## config.mk

```make
export PLATFORM = sky130hd
export DESIGN_NAME = seq_magnitude_comparator
export DESIGN_NICKNAME = d
export VERILOG_FILES = /design/src/rtl/cmp_pkg.sv /design/src/rtl/cmp_slice_2bit.sv /design/src/rtl/seq_magnitude_comparator.sv
export SDC_FILE = /design/constraint.sdc
export NUM_CORES = 1
export LEC_CHECK = 0
export CAP_MARGIN = 20
export CORE_MARGIN = 8
export CORE_UTILIZATION = 42
export DETAILED_ROUTE_END_ITERATION = 8
export PLACE_DENSITY = 0.65
export SYNTH_ARGS = -nofsm -noshare
export SYNTH_HDL_FRONTEND = slang
export SYNTH_SLANG_ARGS = --single-unit
```

## constraint.sdc

```tcl
create_clock -name clk -period 2.2 [get_ports clk]
set_input_delay 0.22 -clock clk [delete_from_list [all_inputs] [get_ports clk]]
set_output_delay 0.22 -clock clk [all_outputs]
set_load 0.03 [all_outputs]
```

## src/rtl/cmp_pkg.sv

```systemverilog
// Shared encodings for the sequential magnitude comparator: FSM states,
// one-hot {L,E,G} result codes and the default operand width.
package cmp_pkg;

  localparam int DEFAULT_WIDTH = 8;

  typedef enum logic {
    IDLE = 1'b0,
    RUN  = 1'b1
  } state_t;

  // Result codes laid out as {L, E, G}.
  localparam logic [2:0] RES_NONE = 3'b000;
  localparam logic [2:0] RES_LT   = 3'b100;
  localparam logic [2:0] RES_EQ   = 3'b010;
  localparam logic [2:0] RES_GT   = 3'b001;

  // Slice index width; at least one bit even for a single-slice comparator.
  function automatic int idx_width(input int nslice);
    return (nslice > 1) ? $clog2(nslice) : 1;
  endfunction

endpackage

```

## src/rtl/cmp_slice_2bit.sv

```systemverilog
// Combinational 2-bit unsigned compare; exactly one of lt/eq/gt is high.
module cmp_slice_2bit (
  input  logic [1:0] a,
  input  logic [1:0] b,
  output logic       lt,
  output logic       eq,
  output logic       gt
);

  assign lt = (a < b);
  assign eq = (a == b);
  assign gt = (a > b);

endmodule

```

## src/rtl/seq_magnitude_comparator.sv

```systemverilog
// Multi-cycle unsigned comparator: walks the operands two bits per clock,
// MSB-first, and stops at the first unequal slice. WIDTH must be even.
module seq_magnitude_comparator
  import cmp_pkg::*;
#(
  parameter int WIDTH = DEFAULT_WIDTH
) (
  input  logic             clk,
  input  logic             rst_n,
  input  logic             start,
  input  logic [WIDTH-1:0] a,
  input  logic [WIDTH-1:0] b,
  output logic             busy,
  output logic             done,
  output logic             L,
  output logic             E,
  output logic             G
);

  localparam int NSLICE = WIDTH / 2;
  localparam int IW     = idx_width(NSLICE);
  localparam logic [IW-1:0] IDX_TOP = IW'(NSLICE - 1);

  // Handshake: start is taken on any edge where busy is low (including the
  // done cycle); busy then stays high until the edge that raises done, and
  // L/E/G are valid from done onward until the next accepted start.

  state_t           state, state_n;
  logic [IW-1:0]    idx, idx_n;
  logic [WIDTH-1:0] a_r, a_n;
  logic [WIDTH-1:0] b_r, b_n;
  logic [2:0]       res, res_n;
  logic             done_n;

  logic [1:0] slice_a, slice_b;
  logic       s_lt, s_eq, s_gt;

  assign slice_a = a_r[{idx, 1'b0} +: 2];
  assign slice_b = b_r[{idx, 1'b0} +: 2];

  cmp_slice_2bit u_slice (
    .a  (slice_a),
    .b  (slice_b),
    .lt (s_lt),
    .eq (s_eq),
    .gt (s_gt)
  );

  always_ff @(posedge clk or negedge rst_n) begin
    if (!rst_n) begin
      state <= IDLE;
      idx   <= '0;
      a_r   <= '0;
      b_r   <= '0;
      res   <= RES_NONE;
      done  <= 1'b0;
    end else begin
      state <= state_n;
      idx   <= idx_n;
      a_r   <= a_n;
      b_r   <= b_n;
      res   <= res_n;
      done  <= done_n;
    end
  end

  always_comb begin
    state_n = state;
    idx_n   = idx;
    a_n     = a_r;
    b_n     = b_r;
    res_n   = res;
    done_n  = 1'b0;
    unique case (state)
      IDLE: begin
        if (start) begin
          a_n     = a;
          b_n     = b;
          idx_n   = IDX_TOP;
          res_n   = RES_NONE;
          state_n = RUN;
        end
      end
      RUN: begin
        if (s_lt) begin
          res_n   = RES_LT;
          done_n  = 1'b1;
          state_n = IDLE;
        end else if (s_gt) begin
          res_n   = RES_GT;
          done_n  = 1'b1;
          state_n = IDLE;
        end else if (s_eq && (idx == '0)) begin
          res_n   = RES_EQ;
          done_n  = 1'b1;
          state_n = IDLE;
        end else begin
          idx_n = idx - 1'b1;
        end
      end
      default: state_n = IDLE;
    endcase
  end

  assign busy = (state == RUN);
  assign L    = res[2];
  assign E    = res[1];
  assign G    = res[0];

endmodule

```

# After elaboration in Yosys (flattened, before gate mapping)
# Index checks and enable logic that the tools add are counted.
[word_totals]
ff_bits = 23
in_bits = 19
output_inout_bits = 5
elab_cells = 42
[classes]
addsub = 1
magnitude_cmp = 2
n_eq_ne = 6
n_shift = 2
mux = 19
bitwise = 1
reduce_logical = 5
[op_table]
columns = ["cell", "count"]
rows = [
  ["variable part select 8 x 4 -> 2 bit", 2],
  ["2-to-1 mux 3 bit", 4],
  ["2-to-1 mux 1 bit", 8],
  ["2-to-1 mux 2 bit", 4],
  ["!= test 2 bit (second input constant)", 4],
  ["one-hot mux 3 bit (2 select lines)", 1],
  ["!= test 4 x 1 -> 1 bit (second input constant)", 1],
  ["one-hot mux 2 bit (2 select lines)", 1],
  ["AND reduction 2 bit", 2],
  ["AND reduction 4 bit", 1],
  ["equality test 2 bit", 1],
  ["> comparator 2 bit", 1],
  ["logical NOT 2 bit", 1],
  ["less-than comparator 2 bit", 1],
  ["one-hot mux 1 bit (2 select lines)", 1],
  ["subtractor 2 x 1 -> 2 bit (second input constant)", 1],
  ["logical AND 1 bit", 1],
  ["inverter 1 bit", 1],
]

# Logic depth before layout (Yosys ltp)
# Gate-level depths: netlist of the first run.
[logic_depth]
depth_word = 7
depth_mapped = 7

# Cells and area by module
# From an unflattened synthesis of the first run, not the netlist that was laid out.
[unflattened]
cells_unflattened = 79
area_unflattened_um2 = 1142.3
[modules_own_cells]
columns = ["mod", "n_inst", "cells_per_inst", "area_per_inst_um2", "seq_area_each_um2"]
rows = [
  ["seq_magnitude_comparator", 1, 70, 1079.8, 575.6],
  ["cmp_slice_2bit", 1, 9, 62.6, 0.0],
]

# Least setup slack after synthesis of the first run
# No wires, ideal clock.
[synth_path]
kind = "register -> register"
start = "reg idx[0]"
end = "reg res[0]"
setup_ps = 132
arrival_ps = 1798
required_time_ps = 2068
slack_ps = 270
path_stages_with_launch = 7
n_path_buf = 1
period_less_slack_ps = 1930
cell_sequence = "dfrtp_1 buf_2 mux4_2 ha_1 and3b_1 a31oi_1 o22ai_1"
[synth_via]
elab_chain_len = 5
[synth_lines]
columns = ["element", "line", "source"]
rows = [
  ["start: declaration", "seq_magnitude_comparator.sv:29", "logic [IW-1:0] idx, idx_n;"],
  ["start signal: assignment", "seq_magnitude_comparator.sv:59", "idx <= idx_n;"],
  ["variable part select 8 x 4 -> 2 bit (on tied branches)", "seq_magnitude_comparator.sv:38, seq_magnitude_comparator.sv:39", ""],
  ["> comparator 2 bit or equality test 2 bit (tied branches)", "cmp_slice_2bit.sv:12, cmp_slice_2bit.sv:11", ""],
  ["2-to-1 mux 3 bit or logical AND 1 bit (tied branches)", "seq_magnitude_comparator.sv:89, seq_magnitude_comparator.sv:93", ""],
  ["2-to-1 mux 3 bit or != test 4 x 1 -> 1 bit (tied branches)", "-", ""],
  ["one-hot mux 3 bit (2 select lines) or AND reduction 2 bit (tied branches)", "-", ""],
  ["end signal: assignment", "seq_magnitude_comparator.sv:62", "res <= res_n;"],
  ["end: declaration", "seq_magnitude_comparator.sv:32", "logic [2:0] res, res_n;"],
]
# Several ways; a longest one is shown, not always the timed one.
# A chain may end at the register's enable or synchronous reset.

# Worst setup path after layout of the first run
# Ends and elaborated chain as after synthesis.

==> results of run 1 <==
==> synth_stat cells <==
cell type / count
sky130_fd_sc_hd__a21oi_1: 2
sky130_fd_sc_hd__a31oi_1: 1
sky130_fd_sc_hd__a41oi_1: 1
sky130_fd_sc_hd__and3b_1: 1
sky130_fd_sc_hd__buf_12: 1
sky130_fd_sc_hd__buf_2: 1
sky130_fd_sc_hd__buf_6: 1
sky130_fd_sc_hd__buf_8: 1
sky130_fd_sc_hd__dfrtp_1: 23
sky130_fd_sc_hd__ha_1: 3
sky130_fd_sc_hd__inv_1: 8
sky130_fd_sc_hd__mux2_2: 9
sky130_fd_sc_hd__mux2_4: 7
sky130_fd_sc_hd__mux2i_1: 2
sky130_fd_sc_hd__mux4_2: 4
sky130_fd_sc_hd__nand2_1: 2
sky130_fd_sc_hd__nand2b_1: 2
sky130_fd_sc_hd__nand3_1: 1
sky130_fd_sc_hd__nor2_1: 3
sky130_fd_sc_hd__nor2b_4: 1
sky130_fd_sc_hd__o21ai_0: 1
sky130_fd_sc_hd__o22ai_1: 1
sky130_fd_sc_hd__o2bb2ai_1: 1
sky130_fd_sc_hd__o31a_1: 1
==> registers in the layout, indices dropped and copies added (netlist names) <==
name,cells
done,1
idx,2
busy,1
a_r,8
b_r,8
res,3
==> stage by stage <==
step                std cells  utilization, %  instance area, um2
finish                    133            55.3                1380
CTS                       133            55.3                1380
detailed placement        129            54.2                1360
global route              133            55.3                1380
global placement          129            54.2                1360
floorplan                  78               -                1120
==> layer usage <==
| layer | track usage (%) | up-vias | share of wire [%] |
|---|---|---|---|
| met1 | 11.1 | 324 | 44 |
| met5 | 0 | - | 0 |
| li1 | - | 322 | - |
| met4 | 4.70 | 0 | 1.8 |
| met2 | 15.6 | 16 | 48 |
| met3 | 2.32 | 4 | 5.5 |
==> cell type report <==
| type | instances | area share (%) |
|---|---|---|
| clock buffers | 4 | 1.90 |
| multi-input cells | 43 | 33.8 |
| inverters | 8 | 2.17 |
| flip-flops and latches | 23 | 41.7 |
| well taps | 30 | 2.71 |
| repair buffers | 25 | 17.7 |
==> cell families (layout without fill, tap and decap cells) <==
family	count (synthesis)	count (layout)	synth area share, %
AOI/OAI and AO/OA	8	8	4.79
adders and majority gates	3	3	3.34
buffers and inverters	12	37	7.24
DFF	23	23	51.2
muxes	22	22	28.2
and+or+nand+nor	10	10	5.23
==> worst max path at each step <==
stage and to:
2_1_floorplan res[0], 6_report res[0], 3_5_place_dp res[0], 3_3_place_gp res[0], 5_1_grt res[0], 4_1_cts res[0]
==> worst max-delay path, stage by stage (launching register included) <==
cell                      delay [ps]
sky130_fd_sc_hd__dfrtp_2         490
sky130_fd_sc_hd__mux4_2          520
sky130_fd_sc_hd__ha_1            350
sky130_fd_sc_hd__and3b_1         210
sky130_fd_sc_hd__a31oi_1         230
sky130_fd_sc_hd__o22ai_1         130
==> where the power goes <==
| group | switching [W] | internal, W |
|---|---|---|
| clock | 0.000119 | 0.0000707 |
| sequential | 0.000138 | 0.000609 |
| combinational | 0.000386 | 0.000516 |
| total | 0.000643 | 0.00120 |
==> what timing repair did <==
item | CTS | global route
resized for setup | 0 | 1
hold buffers | 0 | 0
setup endpoints to repair | 0 | 4
==> summary.md, run 1 <==
| Metric | Value |
|---|---|
| Initial antenna violation count | `0` |
| Multi-input gate area in the final layout | `467 um2` |
| Number of failing hold endpoints at the final stage | `0` |
| Standby leakage power | `approximately 0.62 nW` |
| Most frequent cells in the layout | `sky130_fd_sc_hd__clkdlybuf4s50_1 (23), sky130_fd_sc_hd__dfrtp_1 (22), sky130_fd_sc_hd__mux2_2 (9)` |
| CTS root buffer | `sky130_fd_sc_hd__clkbuf_4` |
| Critical path endpoint category | `register` |
| Clock latency of the later-clocked register in the worst-skew pair | `310 ps` |
| Cell count after synthesis | `78` |
| Core area | `between 0.002 and 0.0025 mm2` |
| Period Utilization, post-route | `between 90% and 100%` |
| Die outline area | `0.00459 mm2` |
| Total CTS buffers | `3` |
| Row count | `18` |
| YS warnings | `0` |
| R2r worst-path depth | `5` |
| Main area contributors after synthesis | `sky130_fd_sc_hd__dfrtp_1 (51%), sky130_fd_sc_hd__mux2_4 (9.4%), sky130_fd_sc_hd__mux2_2 (9.0%), sky130_fd_sc_hd__mux4_2 (8.0%), sky130_fd_sc_hd__ha_1 (3.3%)` |
| Final Max Tran Viols | `0` |
| Launch point of the critical path | `idx[0]` |
| Total wire length | `1.88 mm` |
| Commonest non-fill, non-tap cell in the layout | `sky130_fd_sc_hd__clkdlybuf4s50_1` |
| Number of filler instances in the final layout | `225` |
| Minimum period implied by the final worst setup slack | `2030 ps` |
| Number of levels the H-tree was split into | `1` |
| Number of global-route vias before repair | `769` |
| Maximum ir drop on the vdd rail | `slightly below 0.7 mV` |
| Width of the die | `between 60 and 70 um` |
| Number of different library cells in the post-synthesis netlist | `24` |
| Detailed Route Iter0 Violations | `13` |
| Worst reg-to-reg setup slack | `170 ps` |
| GPL Wtd Cong | `0.723` |
| Placed wire-length estimate | `1.46 mm` |
| TritonCTS clock tree | `done` |
| Global route total overflow | `0` |
| First-pass iteration count of the detailed router | `2` |
| Number of buffers on the longest clock path | `2` |
| Antenna Nets Post-Route | `0` |
| Setup Crit Path Kind | `register to register` |
| Footprint of the flip-flops and latches | `577 um2` |
| Syn nets | `100` |
| Total number of vias | `666` |
| Transition time of the tightest slew-check pin | `317 ps` |
| RR Endpoint | `res[0]` |
| Routed wire length per instance | `between 10 and 15 um` |
| Power per standard cell area | `1330 mW/mm2` |
| Area added between synthesis and finish | `23.1%` |
| Normalized max-slew margin | `approximately four fifths` |
| Worst-case hold slack | `247 ps` |
| Arrival time at the worst endpoint | `2220 ps` |
| Post-synthesis register bit count | `23` |
| Die height | `about 68 um` |
| Placement Setup Slack | `between 90 and 100 ps` |
| Total global-route track usage | `9.44%` |
| Fin Setup TNS | `0 ps` |
| Sequential fraction of the synthesis area | `approximately half` |
| Final-stage net count | `126` |
| Number of I/O pins | `24` |
| RSZ-0062 raised after global routing | `no` |
| Largest net degree at the start of global routing | `24` |
| Syn avg cell area | `14.4 um2` |
| Number of maximum-capacitance violations | `0` |
| Reg-to-reg critical path startpoint | `idx[0]` |
| CTS sink count | `23` |
| Cell accounting for the most synthesized area | `sky130_fd_sc_hd__dfrtp_1` |
| Buffers added on ports | `23` |
| Final count of negative-setup-slack endpoints | `0` |
| Worst hold path class | `input pin to asynchronous set/reset pin` |
| Highest fanout seen on the critical path | `7` |
| Post-layout worst setup margin | `between 150 and 200 ps` |
| Final clock skew | `~5.2 ps` |
| Area of the mapped netlist | `0.00112 mm2` |
| Clock slew at reported path FFs | `120 ps` |
| Count of antenna diodes in the layout | `0` |
| Fmax | `492 MHz` |
| Post-CTS Setup Inserts | `0` |
| Area share of the largest cell type after synthesis | `51.2%` |
| Critical Path RT | `2390 ps` |
| Number of remaining DRC errors | `0` |
| Run status | `finished clean` |
| Startpoint types | `register` |
| First-pass GRT wire length | `3.35 mm` |
| Via-per-instance ratio | `5.01` |
| Initial Util | `approximately 45%` |
| Fraction of final layout cells sized beyond drive strength 1 | `about a quarter` |
| Final Total Pwr | `0.00184 W` |
No activity file was read; power rests on OpenSTA's default activity.
==> inputs of run 2 (changes only) <==
==> constraint.sdc (replaced) <==
create_clock -name clk -period 2.05 [get_ports clk]
set_input_delay 0.205 -clock clk [delete_from_list [all_inputs] [get_ports clk]]
set_output_delay 0.205 -clock clk [all_outputs]
set_load 0.03 [all_outputs]
==> summary.md, run 2 (same netlist as run 1, synthesis figures left out) <==
| Metric | Value |
|---|---|
| Clock latency of the later-clocked register in the worst-skew pair | `310 ps (about the same)` |
| Fmax | `515 MHz (+4.5%)` |
| Final-stage net count | `129 (+2.4%)` |
| Critical path endpoint category | `register` |
| Largest net degree at the start of global routing | `24 (unchanged)` |
| TritonCTS clock tree | `done` |
| Antenna Nets Post-Route | `0 (unchanged)` |
| Total wire length | `1.88 mm (-0.16%)` |
| Commonest non-fill, non-tap cell in the layout | `sky130_fd_sc_hd__clkdlybuf4s50_1` |
| Top delay family on crit path | `multiplexers` |
| Worst path slowest cell | `sky130_fd_sc_hd__mux4_2` |
| Routed wire length per instance | `13.8 um (-2.4%)` |
| Number of failing hold endpoints at the final stage | `0 (unchanged)` |
| Startpoint types | `register` |
| Number of levels the H-tree was split into | `1 (unchanged)` |
| Row count | `18 (unchanged)` |
| Post-route cell area | `0.00141 mm2 (+1.9%)` |
| Logic gate share of total power | `51.6% (+2.5 points)` |
| Total CTS buffers | `3 (unchanged)` |
| Core area | `0.00250 mm2 (unchanged)` |
| RR Endpoint | `res[0]` |
| Run status | `finished clean` |
| Share of total power consumed by net switching | `34.8% (-0.12 points)` |
| Total number of vias | `685 (+2.9%)` |
| Pint | `0.00136 W (+14%)` |
| Worst reg-to-reg setup slack | `110 ps (-60 ps)` |
| Sequential share of power | `38.3% (-2.3 points)` |
| Final standard cell count with taps included and fillers excluded | `136 (+2.3%)` |
| Clock slew at reported path FFs | `130 ps (about the same)` |
| Number of I/O pins | `24 (unchanged)` |
| First-pass GRT wire length | `3.26 mm (-2.5%)` |
| Fraction of final layout cells sized beyond drive strength 1 | `29.2% (+3.0 points)` |
| Final clock skew | `3.21 ps (-2.00 ps)` |
| Placed wire-length estimate | `1.49 mm (+2.6%)` |
| Area added between synthesis and finish | `25.4%` |
| Share of the core filled with cells in the final layout | `56.4% (+1.1 points)` |
| Width of the die | `67.7 um (unchanged)` |
| Most frequent cells in the layout | `sky130_fd_sc_hd__clkdlybuf4s50_1 (23), sky130_fd_sc_hd__dfrtp_1 (22), sky130_fd_sc_hd__mux2_2 (9)` |
| Minimum period implied by the final worst setup slack | `1940 ps (-87.3 ps)` |
| Standby leakage power | `0.636 nW (+2.1%)` |
| Total global-route track usage | `9.41% (-0.024 points)` |
| Count of antenna diodes in the layout | `0 (unchanged)` |
| Maximum ir drop on the vdd rail | `0.963 mV (+39%)` |
| Period Utilization, post-route | `94.8% (+2.5 points)` |
| Initial antenna violation count | `0 (unchanged)` |
| Final count of negative-setup-slack endpoints | `0 (unchanged)` |
| Worst hold path class | `input pin to asynchronous set/reset pin` |
| Via-per-instance ratio | `5.04 (+0.58%)` |
| Final Total Pwr | `0.00209 W (+13%)` |
| Post-placement cell area | `0.00137 mm2 (+1.1%)` |
| Number of remaining DRC errors | `0 (unchanged)` |
| Critical path, cell by cell | `mux4_2 -> ha_1 -> and3b_1 -> a31oi_1 -> o22ai_1` |
| Reg-to-reg critical path startpoint | `idx[0]` |
| Cell count after placement | `131 (+1.6%)` |
| First-pass iteration count of the detailed router | `4 (+2)` |
| Die outline area | `0.00459 mm2 (unchanged)` |
| R2r worst-path depth | `5 (unchanged)` |
| Normalized max-slew margin | `77.6% (-1.2 points)` |
| Critical path depth | `5 (unchanged)` |
| Critical Path RT | `2250 ps (-140 ps)` |
| Buffers added on ports | `23 (unchanged)` |
| GPL Wtd Cong | `0.751 (+3.9%)` |
| Highest fanout seen on the critical path | `6 (-1)` |
| Biggest registers after layout | `a_r: 8 flops, b_r: 8 flops, res: 3 flops` |
| RSZ-0062 raised after global routing | `no` |
| Power share of the clock group | `10.2% (about the same)` |
| Buf+Inv Stages, Crit Path | `0 (unchanged)` |
| Final Max Tran Viols | `0 (unchanged)` |
| Number of global-route vias before repair | `781 (+1.6%)` |
| Number of buffers on the longest clock path | `2 (unchanged)` |
| CTS sink count | `23 (unchanged)` |
| Die height | `67.7 um (unchanged)` |
| Net switching power | `0.000727 W (+13%)` |
| Fin Setup TNS | `0 ps (unchanged)` |
| Transition time of the tightest slew-check pin | `336 ps (+18.5 ps)` |
| Arrival time at the worst endpoint | `2140 ps (-80 ps)` |
| Detailed Route Iter0 Violations | `20 (+7)` |
| Initial Util | `44.9% (unchanged)` |
| Setup Crit Path Kind | `register to register` |
| Delay of the slowest cell on the worst path | `520 ps (about the same)` |
| Power per standard cell area | `1480 mW/mm2 (+11%)` |
| Number of maximum-capacitance violations | `0 (unchanged)` |
| Global route total overflow | `0 (unchanged)` |
| CTS root buffer | `sky130_fd_sc_hd__clkbuf_4` |
==> run 2: worst register-to-register path, delay by kind of cell, from the launching register on <==
family,cells,cell delay [ps]
adders and majority gates,1,310
and+or+nand+nor,1,190
AOI/OAI and AO/OA,2,330
muxes,1,520
DFF,1,480
==> run 2: what timing repair did <==
| action | 4_1_cts | 5_1_grt |
|---|---|---|
| endpoints found under the hold margin | 0 | 0 |
| gates resized for setup | 1 | 0 |
| setup endpoints to repair | 3 | 2 |
| hold buffers | 0 | 0 |
| buffers inserted | 0 | 1 |
==> run 2: worst max path at each step <==
stage | slack (ps) | startpoint | to
2_1_floorplan | 120 | idx[0] | res[0]
3_3_place_gp | 30 | idx[0] | res[0]
3_5_place_dp | 20 | idx[0] | res[0]
4_1_cts | 80 | idx[0] | res[0]
5_1_grt | 5 | idx[0] | res[0]
6_report | 110 | idx[0] | res[0]
==> run 2: metal layers <==
metal  part of all wire, %  vias up  global-route usage (%)  routed length (um)
met5                     0        -                       0                   0
met4                  0.80        0                    3.92                  15
met3                   6.0        2                    4.30                 113
met2                    50       18                    15.6                 935
met1                    43      334                    10.2                 812
li1                      -      331                       -                   -
==> run 2: layout make-up <==
class	instances	area [um2]
Timing Repair Buffer	28	268
Fill cell	222	1090
Inverter	8	30.0
Clock buffer	3	22.5
Multi-Input combinational cell	43	467
Clock inverter	1	7.51
Sequential cell	23	577
Tap cell	30	37.5
==> run 2: power groups by stage <==
| stage | Sequential, W | Combinational (W) | Clock, W |
|---|---|---|---|
| 3_5_place_dp | 0.000817 | 0.00108 | 0 |
| 3_3_place_gp | 0.000815 | 0.00104 | 0 |
| 6_report | 0.000799 | 0.00108 | 0.000212 |
| 2_1_floorplan | 0.000807 | 0.000789 | 0 |
| 4_1_cts | 0.000807 | 0.00108 | 0.000222 |
| 5_1_grt | 0.000836 | 0.00118 | 0.000240 |
==> run 2: per-stage QoR <==
stage          setup WS (ps)  hold WS (ps)
2_1_floorplan            120         -90.6
3_3_place_gp            32.5           492
3_5_place_dp            15.1           494
4_1_cts                 80.5           218
5_1_grt                 5.40           230
6_report                 107           224
